===== src/rtl/mc_arb_pkg.sv =====
// rtl/mc_arb_pkg.sv - shared types and limits for the memory port arbiter
package mc_arb_pkg;

    typedef enum logic [1:0] {
        IDLE  = 2'd0,
        ISSUE = 2'd1,
        WAIT  = 2'd2,
        RESP  = 2'd3
    } arb_state_t;

    typedef enum logic {
        OWN_CORE = 1'b0,
        OWN_LDR  = 1'b1
    } owner_t;

    localparam int MEM_LAT_MIN = 1;
    localparam int MEM_LAT_MAX = 15;

    function automatic int clamp_lat(input int lat);
        if (lat < MEM_LAT_MIN) return MEM_LAT_MIN;
        if (lat > MEM_LAT_MAX) return MEM_LAT_MAX;
        return lat;
    endfunction

endpackage


===== src/rtl/arb_pick.sv =====
// rtl/arb_pick.sv - owner selection for the shared memory port
// ARB_ROUND_ROBIN_EN selects alternating ties; otherwise the loader always wins.
module arb_pick
    import mc_arb_pkg::*;
(
    input  logic   core_req,
    input  logic   ldr_req,
    input  owner_t last_owner,
    output logic   valid,
    output owner_t owner
);

    assign valid = core_req | ldr_req;

`ifdef ARB_ROUND_ROBIN_EN
    always_comb begin
        owner = OWN_CORE;
        if (core_req && ldr_req) begin
            owner = (last_owner == OWN_CORE) ? OWN_LDR : OWN_CORE;
        end else if (ldr_req) begin
            owner = OWN_LDR;
        end
    end
`else
    logic unused_last_owner;
    assign unused_last_owner = last_owner;
    assign owner = ldr_req ? OWN_LDR : OWN_CORE;
`endif

endmodule


===== src/rtl/mem_port_arbiter.sv =====
// rtl/mem_port_arbiter.sv - core/loader arbiter and latency sequencer for one memory port
// Optional build macro: ARB_ROUND_ROBIN_EN (alternate owners on simultaneous requests).
module mem_port_arbiter
    import mc_arb_pkg::*;
#(
    parameter int ADDR_W  = 32,
    parameter int DATA_W  = 32,
    parameter int MEM_LAT = 2
) (
    input  logic              clk,
    input  logic              rst_n,
    input  logic              core_req,
    input  logic              core_we,
    input  logic [ADDR_W-1:0] core_addr,
    input  logic [DATA_W-1:0] core_wdata,
    output logic              core_gnt,
    output logic              core_rvalid,
    output logic [DATA_W-1:0] core_rdata,
    output logic              core_stall,
    input  logic              ldr_req,
    input  logic              ldr_we,
    input  logic [ADDR_W-1:0] ldr_addr,
    input  logic [DATA_W-1:0] ldr_wdata,
    output logic              ldr_gnt,
    output logic              ldr_rvalid,
    output logic [DATA_W-1:0] ldr_rdata,
    output logic              mem_en,
    output logic              mem_we,
    output logic [ADDR_W-1:0] mem_addr,
    output logic [DATA_W-1:0] mem_wdata,
    input  logic [DATA_W-1:0] mem_rdata
);

    localparam int LAT   = clamp_lat(MEM_LAT);
    localparam int CNT_W = $clog2(LAT + 1);
    localparam logic [CNT_W-1:0] CNT_LOAD = CNT_W'(LAT - 1);
    localparam logic [CNT_W-1:0] CNT_ONE  = CNT_W'(1);

    arb_state_t        state_q, state_d;
    owner_t            owner_q;
    owner_t            last_owner;
    owner_t            pick_owner;
    logic              pick_valid;
    logic              we_q;
    logic [ADDR_W-1:0] addr_q;
    logic [DATA_W-1:0] wdata_q;
    logic [DATA_W-1:0] rdata_q;
    logic [CNT_W-1:0]  cnt_q, cnt_d;
    logic              latch_en;
    logic              capture;
    logic              issue;
    logic              resp;

    arb_pick u_pick (
        .core_req   (core_req),
        .ldr_req    (ldr_req),
        .last_owner (last_owner),
        .valid      (pick_valid),
        .owner      (pick_owner)
    );

`ifdef ARB_ROUND_ROBIN_EN
    always_ff @(posedge clk or negedge rst_n) begin
        if (!rst_n) begin
            last_owner <= OWN_LDR;
        end else if (state_q == ISSUE) begin
            last_owner <= owner_q;
        end
    end
`else
    assign last_owner = OWN_LDR;
`endif

    // WAIT runs LAT-1 cycles: the decremented count hitting zero marks the data cycle.
    always_comb begin
        state_d  = state_q;
        cnt_d    = cnt_q;
        latch_en = 1'b0;
        capture  = 1'b0;
        unique case (state_q)
            IDLE: begin
                if (pick_valid) begin
                    latch_en = 1'b1;
                    state_d  = ISSUE;
                end
            end
            ISSUE: begin
                cnt_d = CNT_LOAD;
                if (LAT == 1) begin
                    capture = 1'b1;
                    state_d = RESP;
                end else begin
                    state_d = WAIT;
                end
            end
            WAIT: begin
                cnt_d = cnt_q - CNT_ONE;
                if (cnt_d == '0) begin
                    capture = 1'b1;
                    state_d = RESP;
                end
            end
            RESP: begin
                state_d = IDLE;
            end
            default: begin
                state_d = IDLE;
            end
        endcase
    end

    always_ff @(posedge clk or negedge rst_n) begin
        if (!rst_n) begin
            state_q <= IDLE;
            owner_q <= OWN_CORE;
            we_q    <= 1'b0;
            addr_q  <= '0;
            wdata_q <= '0;
            rdata_q <= '0;
            cnt_q   <= '0;
        end else begin
            state_q <= state_d;
            cnt_q   <= cnt_d;
            if (latch_en) begin
                owner_q <= pick_owner;
                we_q    <= (pick_owner == OWN_LDR) ? ldr_we    : core_we;
                addr_q  <= (pick_owner == OWN_LDR) ? ldr_addr  : core_addr;
                wdata_q <= (pick_owner == OWN_LDR) ? ldr_wdata : core_wdata;
            end
            if (capture) begin
                rdata_q <= we_q ? '0 : mem_rdata;
            end
        end
    end

    assign issue = (state_q == ISSUE);
    assign resp  = (state_q == RESP);

    // Memory-side fields are gated so the bus reads as zero outside the strobe cycle.
    assign mem_en    = issue;
    assign mem_we    = issue & we_q;
    assign mem_addr  = issue ? addr_q  : '0;
    assign mem_wdata = issue ? wdata_q : '0;

    assign core_gnt    = issue & (owner_q == OWN_CORE);
    assign ldr_gnt     = issue & (owner_q == OWN_LDR);
    assign core_rvalid = resp  & (owner_q == OWN_CORE);
    assign ldr_rvalid  = resp  & (owner_q == OWN_LDR);
    assign core_rdata  = core_rvalid ? rdata_q : '0;
    assign ldr_rdata   = ldr_rvalid  ? rdata_q : '0;
    assign core_stall  = core_req & ~core_rvalid;

endmodule


===== config.mk =====
export PLATFORM = sky130hd
export DESIGN_NAME = mem_port_arbiter
export DESIGN_NICKNAME = d
export VERILOG_FILES = /design/src/rtl/mc_arb_pkg.sv /design/src/rtl/arb_pick.sv /design/src/rtl/mem_port_arbiter.sv
export SDC_FILE = /design/constraint.sdc
export NUM_CORES = 1
export LEC_CHECK = 0
export BUFFER_PORTS_ARGS = -buffer_cell sky130_fd_sc_hd__buf_2
export CAP_MARGIN = 30
export CORE_AREA = 2 2 116 118
export CTS_BUF_LIST = sky130_fd_sc_hd__clkbuf_4
export DETAILED_ROUTE_END_ITERATION = 8
export DIE_AREA = 0 0 118 120
export GPL_TIMING_DRIVEN = 0
export PLACE_DENSITY = 0.92
export REMOVE_ABC_BUFFERS = 1
export SYNTH_ARGS = -nofsm -noshare
export SYNTH_HDL_FRONTEND = slang
export SYNTH_HIERARCHICAL = 1
export SYNTH_SLANG_ARGS = --single-unit

===== constraint.sdc =====
create_clock -name clk -period 2.2 [get_ports clk]
set_clock_uncertainty 0.1 [all_clocks]
set_input_delay 0.33 -clock clk [delete_from_list [all_inputs] [get_ports clk]]
set_output_delay 0.33 -clock clk [all_outputs]
set_load 0.02 [all_outputs]

=== Word-level counts from Yosys, hierarchy flattened ===
Cells that the tools add are included.

* Register bits after elaboration: 102
* Output and inout port bits: 135
* Bits of input ports: 166

* Reductions and logical operators: 4
* Add/subtract/negate cells: 1
* Bitwise gates (word level): 9
* Equal/unequal tests: 5
* Muxes and demuxes: 17

{| class="wikitable"
|+ Operator list
! kind !! number
|-
| 32-bit 2-to-1 mux || 7
|-
| 2-bit one-hot mux with 4 select lines || 1
|-
| 1-bit bitwise AND || 6
|-
| 1-bit 2-to-1 mux || 6
|-
| 2-bit equality test (second input constant) || 2
|-
| 2-bit zero test || 2
|-
| 2-bit 2-to-1 mux || 2
|-
| 2-bit != test (second input constant) || 2
|-
| 2-bit one-hot mux with 2 select lines || 1
|-
| 2-bit by 1-bit equality test with 1-bit output (second input constant) || 1
|-
| 1-bit NOT || 2
|-
| 2-bit AND reduction || 1
|-
| 2-bit nonzero test || 1
|-
| 2-bit by 1-bit subtractor with 2-bit output (second input constant) || 1
|-
| 1-bit bitwise OR || 1
|}

=== Depth between registers and ports, before layout ===
* Depth after elaboration: 4
* Depth in mapped cells: 8
* Depth with buffers taken out: 5

=== Modules after synthesis ===
The synthesis kept the hierarchy.

{| class="wikitable"
|+ Modules (own cells, without submodules)
! module !! cells an instance !! sequential area each (um^2) !! times used !! area each (um^2)
|-
| mem_port_arbiter || 598 || 2552.4 || 1 || 5900.7
|-
| arb_pick || 2 || 0.0 || 1 || 13.8
|}

=== Worst setup path before layout ===
Ideal clock, no wire load.

* Path kind: register to output
* Start: reg state_q[1]
* End: out mem_wdata[10]
* Buffers on the path: 2
* Data arrival time: 1.447 ns
* Cell stages (with the launch flop): 6
* Path slack: 0.323 ns
* Data required time: 1.770 ns
* Path through: dfrtp_1 inv_1 ha_1 clkbuf_1 buf_2 and2_1

* Word-level cells in the longest chain between the ends: 2

{| class="wikitable"
|+ RTL lines
! element !! line !! text
|-
| start: declaration || mem_port_arbiter.sv:39 || <nowiki>arb_state_t state_q, state_d;</nowiki>
|-
| start signal: assignment || mem_port_arbiter.sv:122 || <nowiki>state_q <= state_d;</nowiki>
|-
| 2-bit by 1-bit equality test with 1-bit output || mem_port_arbiter.sv:136 || <nowiki>assign issue = (state_q == ISSUE);</nowiki>
|-
| via mem_en || mem_port_arbiter.sv:27 || <nowiki>output logic mem_en,</nowiki>
|-
| 32-bit 2-to-1 mux || mem_port_arbiter.sv:143 || <nowiki>assign mem_wdata = issue ? wdata_q : '0;</nowiki>
|-
| end: declaration || mem_port_arbiter.sv:30 || <nowiki>output logic [DATA_W-1:0] mem_wdata,</nowiki>
|}

The timed path passes the listed nets, and every way through them passes these cells.

=== Worst setup path in the final report ===
* Start: reg state_q[0]
* End: out core_rdata[4]

* Word-level cells in the longest chain between the ends: 3

{| class="wikitable"
|+ RTL lines
! element !! line !! text
|-
| 2-bit equality test || mem_port_arbiter.sv:137 || <nowiki>assign resp = (state_q == RESP);</nowiki>
|-
| 1-bit bitwise AND || mem_port_arbiter.sv:147 || <nowiki>assign core_rvalid = resp & (owner_q == OWN_CORE);</nowiki>
|-
| 32-bit 2-to-1 mux || mem_port_arbiter.sv:149 || <nowiki>assign core_rdata = core_rvalid ? rdata_q : '0;</nowiki>
|-
| end: declaration || mem_port_arbiter.sv:18 || <nowiki>output logic [DATA_W-1:0] core_rdata,</nowiki>
|}

No other way between the ends.

==> flow_summary.ini <==
[placed_design]
numPortBuffers = 300
dp_worst_setup_slack_ns = -0.642
routabilityCongestion = 0.790
hpwl_mm = 10.9

[die]
io_pins = 301
core_um2 = 13000
die_w_um = 118
rows = 42
die_h_um = 120
die-area_um2 = 14200
initial_core_util_pct = 45.5

[sta]
slew_violations = 0
timing.final.hold_violations = 0
fin_crit_ns = 2.18
setup_ws_ns = 0.0215
fmax_mhz = 459
rsz0062_at_grt = true
worstMarginPinSlew_ns = 0.627
finalCritPeriodShare_pct = 99.0
hold_ws_ns = 0.0534
worst_slew_margin_rel_pct = 58.2
finalSetupViolCount = 0

[cts]
htreeDepth = 3
clk_pin_slew_ns = 0.16
root_buffer = clkbuf_4
tritoncts = done
clock_latency_ns = 0.44
clock-sinks = 102
cts_buffer_depth = 2
cts_buffers = 9

[critical_path]
arrival_ns = 1.75
cp_max_fo = 17
cp_data_required_time_ns = 1.77
crit_buf_inv = 2
critical_path_class = flop to primary output
cp_top_family = flip-flops
cpPeakStageDelay_ns = 0.49
end_kind = primary output
cp_slowest_cell = dfrtp_2
critPathLaunchType = flop
cp_cell_sequence = ha_4, nor2b_4, buf_12, and2_1, buf_2

[grt]
grt-ovfl-total = 0
grt_start_max_net_pins = 67
grt_pass1_vias = 5093
grt.total_usage_pct = 22.6
antenna_found_initial = 0
grt_pass1_wl_mm = 25.4

[route]
drcViolationCount = 0
initialDrtViolationCount = 295
wl_mm = 17.5
drt_pass1_iterations = 4
postRouteAntennaNets = 0
wire_per_inst_um = 16.0
drt-vias-per-instance = 4.94
vias = 5400

[final_layout]
area_growth_pct = 42.8
diodes = 0
finish.net_count = 1084
layout-drive-gt1-share_pct = 48.0
n_fill_cell = 1000

[job]
cap_viol_max_count = 0

[pwr]
power_density_nw_per_um2 = 1240
p_leak_uw = 0.00432
vdd_drop_max_v = 0.000648

[yosys]
syn_area_um2 = 5910
synth_warnings = 6
syn_inst = 599
synth.avg_cell_area_um2 = 9.87

[run_status]
status = complete, no violations

[hold_path]
hold_path_class = primary input to flop
## worst paths after layout
check / slack, ns / endpoint / start / depth (start not counted)
max: 0.02 / core_rdata[4] / state_q[0]$_DFFE_PN0P_ / 5
min: 0.05 / rdata_q[5]$_DFFE_PN0P_ / mem_rdata[5] / 3
max reg2reg: 0.08 / addr_q[16]$_DFFE_PN0P_ / state_q[0]$_DFFE_PN0P_ / 6
min reg2reg: 0.43 / wdata_q[29]$_DFFE_PN0P_ / wdata_q[29]$_DFFE_PN0P_ / 2
max in group asynchronous: 0.91 / owner_q$_DFFE_PN0P_ / rst_n / 3
min in group asynchronous: 0.36 / addr_q[1]$_DFFE_PN0P_ / rst_n / 2
## per-stage QoR
| stage | total power [uW] | setup TNS, ns | util (%) | instances | cell area, um^2 |
|---|---|---|---|---|---|
| detailed placement | 8440 | -44.37 | 56.9 | 1030 | 7380 |
| floorplan | 6660 | -152.82 | - | 549 | 5520 |
| CTS | 9680 | 0 | 61.4 | 1089 | 7970 |
| finish | 10400 | 0 | 65.0 | 1093 | 8440 |
| global placement | 7940 | -420.72 | 55.8 | 1025 | 7240 |
| global route | 11100 | -3.72 | 65.0 | 1093 | 8440 |
## sequential cells by signal (all words and copies together), names as in the netlist
signal / flops
state_q: 2
wdata_q: 32
addr_q: 32
cnt_q: 2
rdata_q: 32
owner_q: 1
we_q: 1
## tightest hold or removal path, stage by stage
cell	delay (ns)
buf_2	0.11
nand2b_1	0.06
o21ai_1	0.06
## placed cells by master (no fill, tap or decap), types with 4 or more instances in the layout
cell type,count
nor2_2,25
buf_2,233
a21oi_1,16
and2_4,19
buf_6,52
nand2b_1,32
and2_1,81
dfrtp_1,98
nor2_1,40
nand2_1,32
and3_1,32
mux2i_1,65
o21ai_1,32
ha_1,4
buf_4,24
a21oi_2,50
clkbuf_4,11
dlygate4sd3_1,32
buf_16,5
## power breakdown
group	leakage (uW)	total [uW]	switching, uW	internal (uW)
registers	0.00119	3490	711	2780
logic	0.00307	6070	3320	2750
clock network	0.0000591	881	622	259
## routing by layer
metal	wire length, um	track usage, %	part of all wire [%]	vias up
li1	-	-	-	2597
met1	6770	26.0	39	2485
met2	9070	42.1	52	281
met3	1210	4.42	6.9	37
met4	408	7.00	2.3	0
met5	0	0	0	-
## final cells by class
cell class | count | area, um^2 | share of cell area [%]
multi-input combinational | 445 | 3050 | 36.2
inverter | 4 | 15.0 | 0.178
tap | 176 | 220 | 2.61
sequential | 102 | 2560 | 30.3
clock buffer | 11 | 82.6 | 0.978
timing repair buffer | 350 | 2470 | 29.3
clock inverter | 5 | 36.3 | 0.430
## what timing repair did
action                     CTS  global route
setup endpoints to repair  169           128
hold buffers                32             0
buffers inserted             9             3
hold endpoints to repair    76             0
gates resized for setup      9           137
cloned                       2             1
pin swaps                    2             9
Note: power is estimated with default switching activity, not from simulation.
